==> src/rtl/bit_stream_deser.sv <==
// rtl/bit_stream_deser.sv - serial bit stream to word deserializer with FIFO and valid/ready output
// Optional: define BIT_STREAM_DESER_MSB_FIRST_EN for MSB-first word assembly.
module bit_stream_deser #(
  parameter int WORD_W = 8,
  parameter int DEPTH  = 4
) (
  input  logic                       clk,
  input  logic                       rst,
  input  logic                       bit_in,
  input  logic                       bit_en,
  input  logic                       sync,
  output logic                       out_valid,
  input  logic                       out_ready,
  output logic [WORD_W-1:0]          out_data,
  output logic [$clog2(DEPTH+1)-1:0] level,
  output logic                       overflow,
  input  logic                       clr_ovf
);

  localparam int CW = $clog2(WORD_W);
  localparam int PW = $clog2(DEPTH);
  localparam int LW = $clog2(DEPTH+1);
  localparam logic [CW-1:0] LAST_BIT = CW'(WORD_W-1);
  localparam logic [LW-1:0] FULL_LVL = LW'(DEPTH);

  typedef enum logic {HUNT, COLLECT} state_t;

  state_t              r_state;
  logic [WORD_W-1:0]   r_shift;
  logic [CW-1:0]       r_cnt;
  logic [WORD_W-1:0]   r_mem [DEPTH];
  logic [PW-1:0]       r_wr;
  logic [PW-1:0]       r_rd;
  logic [LW-1:0]       r_level;
  logic                r_ovf;

  logic [WORD_W-1:0]   w_base;
  logic [WORD_W-1:0]   w_shift_nxt;
  logic                w_push;
  logic                w_pop;
  logic                w_full;
  logic                w_wr_ok;
  logic                w_drop;

  // A sync discards the partial word, so the new bit shifts into a cleared register.
  assign w_base = sync ? '0 : r_shift;
`ifdef BIT_STREAM_DESER_MSB_FIRST_EN
  assign w_shift_nxt = {w_base[WORD_W-2:0], bit_in};
`else
  assign w_shift_nxt = {bit_in, w_base[WORD_W-1:1]};
`endif

  assign w_push  = bit_en && !sync && (r_state == COLLECT) && (r_cnt == LAST_BIT);
  assign w_pop   = out_valid && out_ready;
  assign w_full  = (r_level == FULL_LVL);
  assign w_wr_ok = w_push && (!w_full || w_pop);
  assign w_drop  = w_push && w_full && !w_pop;

  assign out_valid = (r_level != '0);
  assign out_data  = out_valid ? r_mem[r_rd] : '0;
  assign level     = r_level;
  assign overflow  = r_ovf;

  always_ff @(posedge clk or posedge rst) begin
    if (rst) begin
      r_state <= HUNT;
      r_shift <= '0;
      r_cnt   <= '0;
    end else if (sync) begin
      r_state <= COLLECT;
      r_shift <= bit_en ? w_shift_nxt : '0;
      r_cnt   <= bit_en ? CW'(1) : '0;
    end else if ((r_state == COLLECT) && bit_en) begin
      r_shift <= w_shift_nxt;
      r_cnt   <= (r_cnt == LAST_BIT) ? '0 : r_cnt + CW'(1);
    end
  end

  always_ff @(posedge clk) begin
    if (w_wr_ok) r_mem[r_wr] <= w_shift_nxt;
  end

  always_ff @(posedge clk or posedge rst) begin
    if (rst) begin
      r_wr    <= '0;
      r_rd    <= '0;
      r_level <= '0;
      r_ovf   <= 1'b0;
    end else begin
      if (w_wr_ok) r_wr <= r_wr + PW'(1);
      if (w_pop)   r_rd <= r_rd + PW'(1);
      if (w_wr_ok && !w_pop)      r_level <= r_level + LW'(1);
      else if (w_pop && !w_wr_ok) r_level <= r_level - LW'(1);
      // A drop in the same cycle as a clear keeps the flag set.
      if (w_drop)       r_ovf <= 1'b1;
      else if (clr_ovf) r_ovf <= 1'b0;
    end
  end

endmodule

==> config.mk <==
export PLATFORM = sky130hd
export DESIGN_NAME = bit_stream_deser
export DESIGN_NICKNAME = d
export VERILOG_FILES = /design/src/rtl/bit_stream_deser.sv
export SDC_FILE = /design/constraint.sdc
export NUM_CORES = 1
export LEC_CHECK = 0
export ABC_AREA = 1
export CAP_MARGIN = 40
export CORE_ASPECT_RATIO = 2
export CORE_MARGIN = 1
export CORE_UTILIZATION = 65
export CTS_BUF_LIST = sky130_fd_sc_hd__clkbuf_4
export CTS_CLUSTER_SIZE = 25
export DETAILED_ROUTE_END_ITERATION = 8
export DONT_BUFFER_PORTS = 1
export PLACE_DENSITY = 0.9
export SLEW_MARGIN = 20
export SYNTH_ARGS = -nofsm -noshare
export SYNTH_HDL_FRONTEND = slang
export SYNTH_SLANG_ARGS = --single-unit
==> constraint.sdc <==
create_clock -name clk -period 2.7 [get_ports clk]
set_input_delay 0.54 -clock clk [delete_from_list [all_inputs] [get_ports clk]]
set_output_delay 0.54 -clock clk [all_outputs]
set_load 0.05 [all_outputs]
==> impl_metrics.yaml <==
status:
  status: "completed"
clocking:
  cts_made_buffers: 5
  clock_latency_ps: 370
  postCtsResizedCells: 0
  cts.sink_count: 51
  clkSlewWorstSetupHoldPaths_ps: 150
  cts-htree-levels: 2
  clk_path_buf_depth: 2
  tritoncts: "yes"
  clock_tree.root_cell: "sky130_fd_sc_hd__clkbuf_4"
  post_cts_repair_setup_buffers: 0
  cts_hold_buffers: 0
critical_path:
  crit_path_end_kind: "output pin"
  cp_max_fo: 18
  critPathMaxStageDelay_ps: 790
  critical-path-slowest-cell: "sky130_fd_sc_hd__dfrtp_1"
  worst_path_top_cell_family_by_delay: "flip-flops"
  cp_cell_sequence: "inv_6 > nand2_1 > nand3_1 > a21oi_1 > buf_4"
  worstPathArrival_ps: 1890
  path_buf_inv: 2
  critPathLaunchType: "flop"
  timing.critical_path.required_ps: 2160
  worstSetupPathType: "flop to output pin"
place:
  dp.final_hpwl_mm: 2.95
  finalWeightedCongestion: 0.791
  place_area_sq_mm: 0.00246
  preCtsSetupSlack_ps: 435
  io_buffer_count: 0
  dp.cells: 297
routing:
  via_count: 1579
  finalWirelength_mm: 4.14
  detail_route.drc_violations: 0
  drc_violation_total_after_the_first_tritonroute_iteration: 75
  drt-pass1-iter-count: 5
  avgRoutedWirePerCell_um: 13.6
  residual_antenna_violating_net_count_after_detailed_routing: 0
  detail_route.vias_per_cell: 5.18
floorplanning:
  die_width_um: 44.3
  io_pins: 20
  fp.dieArea_sq_mm: 0.00383
  placementRows: 30
  core_area_sq_mm: 0.00342
  starting_density_of_the_core: 0.680
  die_height_um: 86.6
power_and_ir_drop:
  p_sw_mw: 1.08
  vdd_ir_drop_max_mv: 0.880
  sw_frac_of_total: 0.439
  internal-power_mw: 1.37
  power.share.clock: 0.178
  p_leak_nw: 1.18
  power_frac_seq: 0.389
  power_density_mw_per_mm2: 966
  power_frac_comb: 0.433
  p_total_mw: 2.45
flow_run:
  max_cap_viol_count: 0
global_route:
  grt_max_degree: 20
  number_of_antenna_violations_at_the_first_check_in_global_routing: 0
  total_global_routing_overflow: 0
  vias_in_the_first_global_route: 1583
  grt_first_pass_wirelength_mm: 6.91
  groute.usage.overall: 0.252
yosys:
  synth.largest_area_cell: "sky130_fd_sc_hd__edfxtp_1"
  synth-warning-count: 0
  synth.ff_latch_count: 51
  synth_commonest_cells: "sky130_fd_sc_hd__nand2_1 (73), sky130_fd_sc_hd__inv_1 (41), sky130_fd_sc_hd__edfxtp_1 (32)"
  yosys_most_used_dff: "sky130_fd_sc_hd__edfxtp_1"
  post_synth_instance_area_sq_mm: 0.00232
  synth_sequential_area_ratio: 0.618
  cells_taking_the_most_area_after_synthesis: "sky130_fd_sc_hd__edfxtp_1 (41%), sky130_fd_sc_hd__dfrtp_1 (20%), sky130_fd_sc_hd__nand2_1 (12%)"
  synthesis.instances: 238
  syn_nets: 253
  synth.most_common_cell: "sky130_fd_sc_hd__nand2_1"
  synth_top_cell_area_share: 0.414
  synth_enable_flop_cells: 32
  avgSynthCellArea_sq_um: 9.76
  ys_types: 21
  synth-async-reset-ratio: 0.373
sta:
  layout_setup_ws_ps: 273
  min_clock_period_post_route_ps: 2430
  rsz0062_at_grt: "false"
  hold_violations: 0
  final_skew_ps: 14.8
  setup-violations-final: 0
  timing.setup.tns_ps: 0
  slew_headroom: 0.510
  final_slew_viol_count: 0
  worst_tran_pin_value_ps: 734
  fmax_mhz: 412
  min_period_over_period: 0.899
cells_and_area:
  layout.cells.non_filler: 305
  layout_overhead_on_the_synthesized_area_pct: 9.26
  finish.instance_area_sq_mm: 0.00254
  layout-drive-gt1-share: 0.113
  num_antenna_cells: 0
  design.final.nets: 271
min_path:
  path_type_of_the_worst_min_delay_path: "input pin to asynchronous set/reset pin"
[sequential cells by signal (all words and copies together), names as in the netlist]
name      flops
level         3
overflow      1
r_cnt         3
r_mem        32
r_rd          2
r_shift       7
r_state       1
r_wr          2
[area by class of cell]
cell class,instances,area (sq um)
clock buffers,5,37.5
clock inverters,3,43.8
fillers,249,877
inverters,44,170
multi-input cells,138,671
flip-flops and latches,51,1440
well taps,48,60.1
repair buffers,16,120
[power by group through the flow]
stage | Sequential (mW) | Combinational (mW) | Clock (mW)
2_1_floorplan | 1.00 | 0.803 | 0
3_3_place_gp | 0.969 | 1.04 | 0
3_5_place_dp | 0.972 | 1.06 | 0
4_1_cts | 0.954 | 1.07 | 0.445
5_1_grt | 0.964 | 1.14 | 0.466
6_report | 0.953 | 1.06 | 0.436
[path summary, 6_finish.rpt]
kind,startpoint,end,slack [ps],cells past startpoint
max reg2reg,r_cnt[0],level[2],440,12
max in group asynchronous,rst,r_shift[7],2070,1
min in group clk,bit_in,r_mem[1][7],250,0
max,r_rd[0],out_data[4],270,5
min reg2reg,r_cnt[2],r_cnt[2],520,2
min,rst,r_shift[1],150,1
[logic make-up (layout without fill, tap and decap cells)]
family                   after synthesis  in the layout  share of synthesized area
AND/OR/NAND/NOR                      106            106                      0.184
flip-flops                            51             51                      0.618
buffers and inverters                 49             68                     0.0932
AO/OA/AOI/OAI                         20             20                     0.0436
adder cells (fa/ha/maj)                8              8                     0.0463
XOR/XNOR                               4              4                     0.0151
[cell usage in the layout (no fill, tap or decap), drive strengths merged]
cell / count
a21oi: 8
buf: 16
bufinv: 1
clkbuf: 5
clkinv: 2
dfrtp: 19
edfxtp: 32
fa: 1
ha: 7
inv: 44
nand2: 73
nand3: 15
nor2: 17
o21ai: 11
o22ai: 1
or2: 1
xnor2: 2
xor2: 2
[metal layers]
layer | track usage | wire, um | vias up
met5 | 0 | 0 | -
met4 | 0.165 | 143 | 0
met3 | 0.0458 | 192 | 14
met2 | 0.416 | 2280 | 55
met1 | 0.289 | 1520 | 732
li1 | - | - | 778
[metrics by stage]
stage	util	hold WS (ps)
after detailed placement	0.719	481
final	0.743	154
after CTS	0.743	168
after global placement	0.719	473
after floorplan	-	448
after global routing	0.743	216
Power figures use the tool's default switching activity.
